`src/rtl/uart_pkg.sv`:
```
// ----------------------------------------------------------------------------
// uart_pkg
// Definitions shared by the UART receiver and the future UART transmitter:
//   - rx_state_e    : receiver FSM state encoding (2 bits)
//   - OVERSAMPLE    : baud ticks per bit period
//   - MID_TICK      : tick index at the middle of the start bit
//   - LAST_BIT_TICK : tick index that closes one full bit period
//   - DEF_DBIT      : default data bits per frame
//   - DEF_SB_TICK   : default ticks spent in the stop bit(s)
// ----------------------------------------------------------------------------
package uart_pkg;

    typedef enum logic [1:0] {
        IDLE  = 2'd0,
        START = 2'd1,
        DATA  = 2'd2,
        STOP  = 2'd3
    } rx_state_e;

    localparam int         OVERSAMPLE    = 16;
    localparam logic [4:0] MID_TICK      = 5'd7;
    localparam logic [4:0] LAST_BIT_TICK = 5'(OVERSAMPLE - 1);

    localparam int DEF_DBIT    = 8;
    localparam int DEF_SB_TICK = 16;

endpackage

```
`src/rtl/uart_rx_sync.sv`:
```
// ----------------------------------------------------------------------------
// uart_rx_sync
// Two-flop synchronizer for the asynchronous serial line. Both flops reset
// to 1 so that a reset never looks like a start-bit edge to the receiver.
// Ports:
//   clk   : system clock
//   reset : synchronous, active-high reset
//   d     : asynchronous input (serial line)
//   q     : synchronized output, 2 clk behind d
// ----------------------------------------------------------------------------
module uart_rx_sync (
    input  logic clk,
    input  logic reset,
    input  logic d,
    output logic q
);

    logic meta_r;
    logic sync_r;

    // Synchronizer chain, idles at the line's mark level.
    always_ff @(posedge clk) begin
        if (reset) begin
            meta_r <= 1'b1;
            sync_r <= 1'b1;
        end else begin
            meta_r <= d;
            sync_r <= meta_r;
        end
    end

    assign q = sync_r;

endmodule

```
`src/rtl/uart_rx.sv`:
```
// ----------------------------------------------------------------------------
// uart_rx
// UART receiver driven by a 16x oversampling tick. Detects the start bit,
// samples DBIT data bits LSB-first at mid-bit, checks the stop bit and
// presents the received word with a one-cycle done pulse and a framing
// error flag.
// Parameters:
//   DBIT    : data bits per frame (5..8)
//   SB_TICK : ticks spent in the stop bit (16 = 1, 24 = 1.5, 32 = 2 stop bits)
// Ports:
//   clk          : system clock, rising edge
//   reset        : synchronous, active-high reset
//   rx           : serial line, asynchronous, idles high
//   s_tick       : one-cycle oversampling strobe, 16 per bit period
//   dout         : last received data word
//   rx_done_tick : one-cycle pulse when a frame completes
//   frame_err    : stop-bit error of the last completed frame
// ----------------------------------------------------------------------------
module uart_rx
    import uart_pkg::*;
#(
    parameter int DBIT    = DEF_DBIT,
    parameter int SB_TICK = DEF_SB_TICK
) (
    input  logic            clk,
    input  logic            reset,
    input  logic            rx,
    input  logic            s_tick,
    output logic [DBIT-1:0] dout,
    output logic            rx_done_tick,
    output logic            frame_err
);

    localparam logic [2:0] N_LAST    = 3'(DBIT - 1);
    localparam logic [4:0] STOP_LAST = 5'(SB_TICK - 1);

    logic            rx_s;

    rx_state_e       state_r;
    rx_state_e       state_nx_s;
    logic [4:0]      s_r;
    logic [4:0]      s_nx_s;
    logic [2:0]      n_r;
    logic [2:0]      n_nx_s;
    logic [DBIT-1:0] b_r;
    logic [DBIT-1:0] b_nx_s;
    logic [DBIT-1:0] dout_r;
    logic [DBIT-1:0] dout_nx_s;
    logic            done_r;
    logic            done_nx_s;
    logic            ferr_r;
    logic            ferr_nx_s;

    uart_rx_sync u_sync (
        .clk   (clk),
        .reset (reset),
        .d     (rx),
        .q     (rx_s)
    );

    // State, counters, shift register and output registers.
    always_ff @(posedge clk) begin
        if (reset) begin
            state_r <= IDLE;
            s_r     <= 5'd0;
            n_r     <= 3'd0;
            b_r     <= '0;
            dout_r  <= '0;
            done_r  <= 1'b0;
            ferr_r  <= 1'b0;
        end else begin
            state_r <= state_nx_s;
            s_r     <= s_nx_s;
            n_r     <= n_nx_s;
            b_r     <= b_nx_s;
            dout_r  <= dout_nx_s;
            done_r  <= done_nx_s;
            ferr_r  <= ferr_nx_s;
        end
    end

    // Next-state, counter and output computation; everything holds by default
    // so cycles without s_tick freeze the receiver in place.
    always_comb begin
        state_nx_s = state_r;
        s_nx_s     = s_r;
        n_nx_s     = n_r;
        b_nx_s     = b_r;
        dout_nx_s  = dout_r;
        ferr_nx_s  = ferr_r;
        done_nx_s  = 1'b0;

        case (state_r)
            IDLE: begin
                // Edge detection does not wait for a tick; a tick in this
                // same cycle is deliberately not counted.
                if (rx_s == 1'b0) begin
                    state_nx_s = START;
                    s_nx_s     = 5'd0;
                end else begin
                    state_nx_s = IDLE;
                end
            end

            START: begin
                if (s_tick) begin
                    if (s_r == MID_TICK) begin
                        // Line must still be low mid start bit, otherwise it
                        // was a glitch and the outputs are left untouched.
                        if (rx_s == 1'b0) begin
                            state_nx_s = DATA;
                            s_nx_s     = 5'd0;
                            n_nx_s     = 3'd0;
                        end else begin
                            state_nx_s = IDLE;
                        end
                    end else begin
                        s_nx_s = s_r + 5'd1;
                    end
                end else begin
                    s_nx_s = s_r;
                end
            end

            DATA: begin
                if (s_tick) begin
                    if (s_r == LAST_BIT_TICK) begin
                        s_nx_s = 5'd0;
                        b_nx_s = {rx_s, b_r[DBIT-1:1]};
                        if (n_r == N_LAST) begin
                            state_nx_s = STOP;
                        end else begin
                            n_nx_s = n_r + 3'd1;
                        end
                    end else begin
                        s_nx_s = s_r + 5'd1;
                    end
                end else begin
                    s_nx_s = s_r;
                end
            end

            STOP: begin
                if (s_tick) begin
                    if (s_r == STOP_LAST) begin
                        // A bad stop bit still completes the frame.
                        state_nx_s = IDLE;
                        dout_nx_s  = b_r;
                        ferr_nx_s  = ~rx_s;
                        done_nx_s  = 1'b1;
                    end else begin
                        s_nx_s = s_r + 5'd1;
                    end
                end else begin
                    s_nx_s = s_r;
                end
            end

            default: begin
                state_nx_s = IDLE;
                s_nx_s     = 5'd0;
                n_nx_s     = 3'd0;
            end
        endcase
    end

    assign dout         = dout_r;
    assign rx_done_tick = done_r;
    assign frame_err    = ferr_r;

endmodule

```
`config.mk`:
```
export PLATFORM = sky130hd
export DESIGN_NAME = uart_rx
export DESIGN_NICKNAME = d
export VERILOG_FILES = /design/src/rtl/uart_pkg.sv /design/src/rtl/uart_rx_sync.sv /design/src/rtl/uart_rx.sv
export SDC_FILE = /design/constraint.sdc
export NUM_CORES = 1
export LEC_CHECK = 0
export CAP_MARGIN = 10
export CELL_PAD_IN_SITES_DETAIL_PLACEMENT = 1
export CELL_PAD_IN_SITES_GLOBAL_PLACEMENT = 1
export CORE_UTILIZATION = 42
export CTS_CLUSTER_DIAMETER = 150
export DETAILED_ROUTE_END_ITERATION = 8
export PLACE_DENSITY_LB_ADDON = 0.1
export SLEW_MARGIN = 20
export SYNTH_ARGS = -nofsm -noshare
export SYNTH_HDL_FRONTEND = slang
export SYNTH_HIERARCHICAL = 1
export SYNTH_SLANG_ARGS = --single-unit
```
`constraint.sdc`:
```
create_clock -name clk -period 2.67 [get_ports clk]
set_clock_uncertainty 0.2 [all_clocks]
set_input_delay 0.6675 -clock clk [delete_from_list [all_inputs] [get_ports clk]]
set_output_delay 0.6675 -clock clk [all_outputs]
set_load 0.01 [all_outputs]
```
==> results of run 1 <==
[logic make-up after synthesis]
logic type	Yosys count
AO/OA/AOI/OAI	28
XOR/XNOR	1
adder cells (fa/ha/maj)	4
buffers and inverters	10
flip-flops	30
multiplexers	10
AND/OR/NAND/NOR	65
[placed cells by master (no fill, tap or decap), types with 4 or more instances in the layout]
master            n
a21oi_1          11
buf_4             4
clkbuf_4          5
clkdlybuf4s50_1  13
dfxtp_1          30
ha_1              4
mux2i_1          10
nand2_1          21
nor2_1           16
nor3_1            4
[worst max-delay path: cells and delay by family]
kind            cells  cell delay, ps
compound gates      3             890
buf+inv             2             710
[area by class of cell]
type	instances	area share, %
clock buffer	5	2.355
clock inverter	2	0.6279
inverter	2	0.4710
multi-input combinational	108	45.37
sequential	30	37.68
tap	44	3.454
timing repair buffer	17	10.05
[registers in the layout (all words and copies together), names as in the netlist, named ones only]
name	count
b_r	8
state_r	1
rx_done_tick	1
dout	8
n_r	3
s_r	5
u_sync/q	1
frame_err	1
u_sync/meta_r	1
[per-stage QoR]
step | hold slack [ps] | setup slack [ps]
after CTS | 236.4 | 406.3
after detailed placement | 214.6 | 58.39
after global routing | 243.4 | 340.1
after floorplan | 183.2 | 728.8
final | 237.6 | 392.1
after global placement | 185.6 | 161.1
[power by group]
part	leakage (nW)	total (W)	internal [W]	switching [W]
sequential	0.242	0.000455	0.000450	0.00000486
clock	0.0308	0.000243	0.0000945	0.000148
combinational	0.281	0.0000315	0.0000132	0.0000183
[per-layer routing]
layer	share of wire, %	track usage (%)
met1	47	25.75
met2	50	33.12
met3	2.3	7.205
met4	0.75	7.483
met5	0	0
[path summary, 6_finish.rpt]
check / startpoint / end / slack [ps]
setup reg to reg: n_r[0] / n_r[0] / 590
setup / recovery: s_tick / s_r[0] / 390
hold reg to reg: u_sync/meta_r / u_sync/q / 240
hold / removal: u_sync/meta_r / u_sync/q / 240
==> flow_summary.json, run 1 <==
{
  "rsz0062_at_grt": "no",
  "finalSetupTns_ps": 0,
  "vias": 1122,
  "grt_use_total_pct": 20.70,
  "synth-compound-area-share_pct": 14.51,
  "synth_area_per_cell_sq_um": 9.266,
  "slew-limit-headroom_pct": 62.00,
  "synth_cell_types": 43,
  "final.fill_count": 363,
  "wl_per_cell_um": 14.69,
  "clk_latency_ps": 320,
  "synth-warning-count": 6,
  "worstSetupPathType": "input pin to register",
  "dieArea_sq_um": 3498,
  "start_util_pct": 44.55,
  "synth_edf_count": 0,
  "cts_hold_buffers": 0,
  "diodes": 0,
  "layout.nets": 172,
  "min_path_type": "register to register",
  "synth_area_sq_um": 1371,
  "placedCellCount": 201,
  "synth-xor-area-share_pct": 0.6387,
  "grt_pass1_vias": 1184,
  "drc": 0,
  "multiInputGateArea_sq_um": 723.2,
  "synthSimpleGateAreaFrac_pct": 26.64,
  "die_h_um": 59.14,
  "worstPathRequired_ps": 2660,
  "powerDensity_nw_per_um2": 457.2,
  "dieWidth_um": 59.14,
  "via_per_inst": 5.394,
  "maxSlewViolCount": 0,
  "synthTopCellsByArea": "dfxtp_1 44%, mux2i_1 7.3%, nand2_1 5.7%, nor2_1 4.4%, a21oi_1 4.0%",
  "synth_common_cells": "30 x dfxtp_1, 21 x nand2_1, 16 x nor2_1",
  "post-route-period-util_pct": 85.31,
  "muxShareOfSynthArea_pct": 7.299,
  "critPathMaxFanout": 5,
  "worst_pin_slew_ps": 569.3,
  "cap_violations": 0,
  "place_congestion": 0.7674,
  "synthDominantCellAreaShare_pct": 43.80,
  "grt_pass1_wl_um": 5313,
  "async_flop_share_pct": 0,
  "rows": 20,
  "overflow": 0,
  "status": "complete, no violations",
  "final_hold_viol_count": 0,
  "dp_hpwl_um": 2211,
  "syn_inst": 148,
  "critPathArrivalTime_ps": 2260,
  "grt_max_degree": 29,
  "setup_viol": 0,
  "numCtsBuffers": 5,
  "cts_setup_buffers": 0,
  "slowest_stage": "clkdlybuf4s50_1",
  "place_area_sq_um": 1546,
  "pin_count": 14,
  "drive_gt1_share_pct": 10.37,
  "yosysTopAreaCell": "dfxtp_1",
  "finalWirelength_um": 3056,
  "post_cts_resized": 0,
  "p_leak_nw": 0.5538,
  "max_freq_mhz": 439.0,
  "max_stage_delay_ps": 550,
  "coreArea_sq_um": 3078,
  "synth_most_common_cell": "dfxtp_1",
  "antenna_found_initial": 0,
  "critical_path.startpoint_type": "input pin",
  "synthToLayoutAreaGrowth_pct": 16.24,
  "total_power_w": 0.0007288,
  "fin_cells": 208,
  "synth_ff_type": "dfxtp_1",
  "htree_levels": 2,
  "min_period_ps": 2278,
  "final_util_pct": 51.79,
  "cts_tree": "yes",
  "cp_cell_sequence": "clkdlybuf4s50_1 -> buf_4 -> a21bo_2 -> a221oi_1 -> o21ai_0",
  "syn_nets": 156,
  "synth_top_family_by_area": "simple AND/OR/NAND/NOR gates",
  "seq_area_frac_synth_pct": 43.80,
  "ys_ff_latch": 30,
  "clockBufferDepth": 2,
  "hold_path_depth": 1,
  "r2r_cells": 6,
  "clock-sinks": 30,
  "cp-end-kind": "register",
  "finalInstanceArea_sq_um": 1594,
  "first_pass_iters": 4,
  "ant_nets": 0,
  "drt_iter0_drc": 45,
  "synth_fa_ha_area_share_pct": 3.650,
  "clk_pin_slew_ps": 90,
  "cts-root-buf": "clkbuf_4",
  "ir_worst_vdd_mv": 0.3268,
  "ff_latch_area_sq_um": 600.6,
  "io_buffers": 13
}
Note: power is estimated with default switching activity, not from simulation.
==> run 2: changes to the inputs <==
--- a/config.mk
+++ b/config.mk
@@ -10,6 +10,7 @@
 export CELL_PAD_IN_SITES_GLOBAL_PLACEMENT = 1
 export CORE_UTILIZATION = 42
 export CTS_CLUSTER_DIAMETER = 150
+export CTS_CLUSTER_SIZE = 28
 export DETAILED_ROUTE_END_ITERATION = 8
 export PLACE_DENSITY_LB_ADDON = 0.1
 export SLEW_MARGIN = 20
==> results of run 2 <==
Final layout, timing and power as in run 1 (identical DEF).
==> run 3: changes to the inputs <==
--- a/config.mk
+++ b/config.mk
@@ -9,12 +9,11 @@
 export CELL_PAD_IN_SITES_DETAIL_PLACEMENT = 1
 export CELL_PAD_IN_SITES_GLOBAL_PLACEMENT = 1
 export CORE_UTILIZATION = 42
-export CTS_CLUSTER_DIAMETER = 150
 export CTS_CLUSTER_SIZE = 28
 export DETAILED_ROUTE_END_ITERATION = 8
+export GPL_TIMING_DRIVEN = 1
 export PLACE_DENSITY_LB_ADDON = 0.1
 export SLEW_MARGIN = 20
 export SYNTH_ARGS = -nofsm -noshare
 export SYNTH_HDL_FRONTEND = slang
-export SYNTH_HIERARCHICAL = 1
 export SYNTH_SLANG_ARGS = --single-unit
==> flow_summary.json, run 3 <==
{
  "busiest_layer": "met2",
  "worst_pin_slew_ps": 500.5,
  "critical_path.startpoint_type": "input pin",
  "cap_violations": 0,
  "hp-start": "u_sync.meta_r",
  "ys_ff_latch": 30,
  "finalWirelength_um": 2916,
  "seq_area_frac_synth_pct": 44.49,
  "min_path_type": "register to register",
  "worstPathRequired_ps": 2700,
  "powerDensity_nw_per_um2": 486.6,
  "clk_latency_ps": 340,
  "start_util_pct": 44.22,
  "yosysTopAreaCell": "dfxtp_1",
  "grt.met1_usage_pct": 21.67,
  "layout_common_cells": "30 x dfxtp_1, 27 x nor2_1, 19 x mux2i_1",
  "async_flop_share_pct": 0,
  "clk_pin_slew_ps": 100,
  "multiInputGateArea_sq_um": 709.4,
  "final_hold_viol_count": 0,
  "ant_nets": 0,
  "rows": 20,
  "groute.layer.met2.usage_pct": 34.81,
  "synth_edf_count": 0,
  "drive_gt1_share_pct": 10.13,
  "overflow": 0,
  "io_buffers": 13,
  "numCtsBuffers": 5,
  "grt_use_total_pct": 20.28,
  "ff_latch_area_sq_um": 600.6,
  "status": "complete, no violations",
  "cts-root-buf": "clkbuf_4",
  "ir_worst_vdd_mv": 0.4471,
  "dp_hpwl_um": 2134,
  "synth-warning-count": 0,
  "critPathMaxFanout": 10,
  "vias": 1060,
  "max_freq_mhz": 472.5,
  "post_cts_resized": 0,
  "htree_levels": 2,
  "drc": 0,
  "rsz0062_at_grt": "no",
  "place_area_sq_um": 1536,
  "synthToLayoutAreaGrowth_pct": 18.54,
  "synth_area_per_cell_sq_um": 9.643,
  "synth_cell_types": 36,
  "synth_area_sq_um": 1350,
  "syn_inst": 140,
  "maxSlewViolCount": 0,
  "coreArea_sq_um": 3053,
  "synth_most_common_cell": "dfxtp_1",
  "synth_common_cells": "30 x dfxtp_1, 27 x nor2_1, 19 x mux2i_1",
  "startpoint": "s_tick",
  "grt_pass1_wl_um": 5050,
  "clock-sinks": 30,
  "diodes": 0,
  "cp-end-kind": "register",
  "min_period_ps": 2116,
  "reg2reg_slack_ps": 630,
  "post-route-period-util_pct": 79.27,
  "worstSetupPathType": "input pin to register",
  "final.fill_count": 369,
  "globalRouteMet3Util_pct": 5.495,
  "via_per_inst": 5.248,
  "hold_end": "u_sync.q",
  "layout.nets": 165,
  "drt_iter0_drc": 53,
  "setup_viol": 0,
  "cts_setup_buffers": 0,
  "antenna_found_initial": 0,
  "synthTopCellsByArea": "dfxtp_1 44%, mux2i_1 14%, nor2_1 7.5%, ha_1 3.7%, a211oi_1 1.7%",
  "cts_hold_buffers": 0,
  "r2r-start": "state_r[0]",
  "dieArea_sq_um": 3445,
  "synthDominantCellAreaShare_pct": 44.49,
  "syn_nets": 148,
  "r2r_end": "n_r[2]",
  "clockBufferDepth": 2,
  "cts_tree": "yes",
  "dieWidth_um": 58.70,
  "pin_count": 14,
  "critPathArrivalTime_ps": 2150,
  "place_congestion": 0.8159,
  "wl_per_cell_um": 14.44,
  "p_leak_nw": 0.6047,
  "hold_path_depth": 1,
  "first_pass_iters": 3,
  "finalInstanceArea_sq_um": 1600,
  "final_common_cell": "dfxtp_1",
  "die_h_um": 58.70,
  "finalSetupTns_ps": 0,
  "grt_pass1_vias": 1154,
  "slew-limit-headroom_pct": 66.59,
  "r2r_cells": 4,
  "synth_ff_type": "dfxtp_1",
  "grt_max_degree": 17
}
-- run 3: report_power, final --
part	leakage (nW)	internal, W	switching (W)	total, W
clock network	0.0343	0.000126	0.000167	0.000293
registers	0.242	0.000450	0.00000515	0.000455
logic	0.328	0.0000131	0.0000174	0.0000305
-- run 3: worst max-delay path by stage --
stage	to	slack, ps	cells past startpoint
finish	dout[4]	550	6
floorplan	b_r[0]	780	5
CTS	frame_err	550	1
global route	dout[0]	430	6
global placement	b_r[7]	260	6
detailed placement	b_r[6]	190	6
-- run 3: layout make-up --
class	instances	area share, %
timing repair buffer	17	10.01
tap	44	3.440
multi-input combinational	100	44.33
clock buffer	6	3.206
clock inverter	2	0.7819
sequential	30	37.53
inverter	3	0.7037
-- run 3: routing by layer --
| layer | part of all wire (%) | routed length, um |
|---|---|---|
| met5 | 0 | 0 |
| met4 | 2.1 | 62 |
| met1 | 44 | 1295 |
| met3 | 2.4 | 70 |
| met2 | 51 | 1488 |
-- run 3: logic make-up (layout without fill, tap and decap cells) --
group | Yosys count | after routing | share of synthesized area, %
AND/OR/NAND/NOR | 57 | 57 | 23.82
AO/OA/AOI/OAI | 19 | 19 | 10.29
flip-flops | 30 | 30 | 44.49
adder cells (fa/ha/maj) | 4 | 4 | 3.707
buffers and inverters | 10 | 28 | 2.966
XOR/XNOR | 1 | 1 | 0.6489
multiplexers | 19 | 19 | 14.09
-- run 3: stage by stage --
| stage | setup WS [ps] | util, % | cells | power, W | hold slack, ps |
|---|---|---|---|---|---|
| 2_1_floorplan | 784.8 | - | 140 | 0.0004830 | 189.5 |
| 3_3_place_gp | 262.5 | 50.33 | 194 | 0.0004952 | 203.1 |
| 3_5_place_dp | 190.5 | 50.33 | 194 | 0.0004964 | 203.8 |
| 4_1_cts | 545.8 | 52.42 | 202 | 0.0007869 | 227.7 |
| 5_1_grt | 427.6 | 52.42 | 202 | 0.0008120 | 245.1 |
| 6_report | 553.6 | 52.42 | 202 | 0.0007787 | 223.7 |
-- run 3: worst max-delay path, cell delays in order --
cell,delay [ps]
clkdlybuf4s50_1,580
nand2_1,180
nor3_1,200
buf_4,240
mux2i_1,210
nor2_1,60
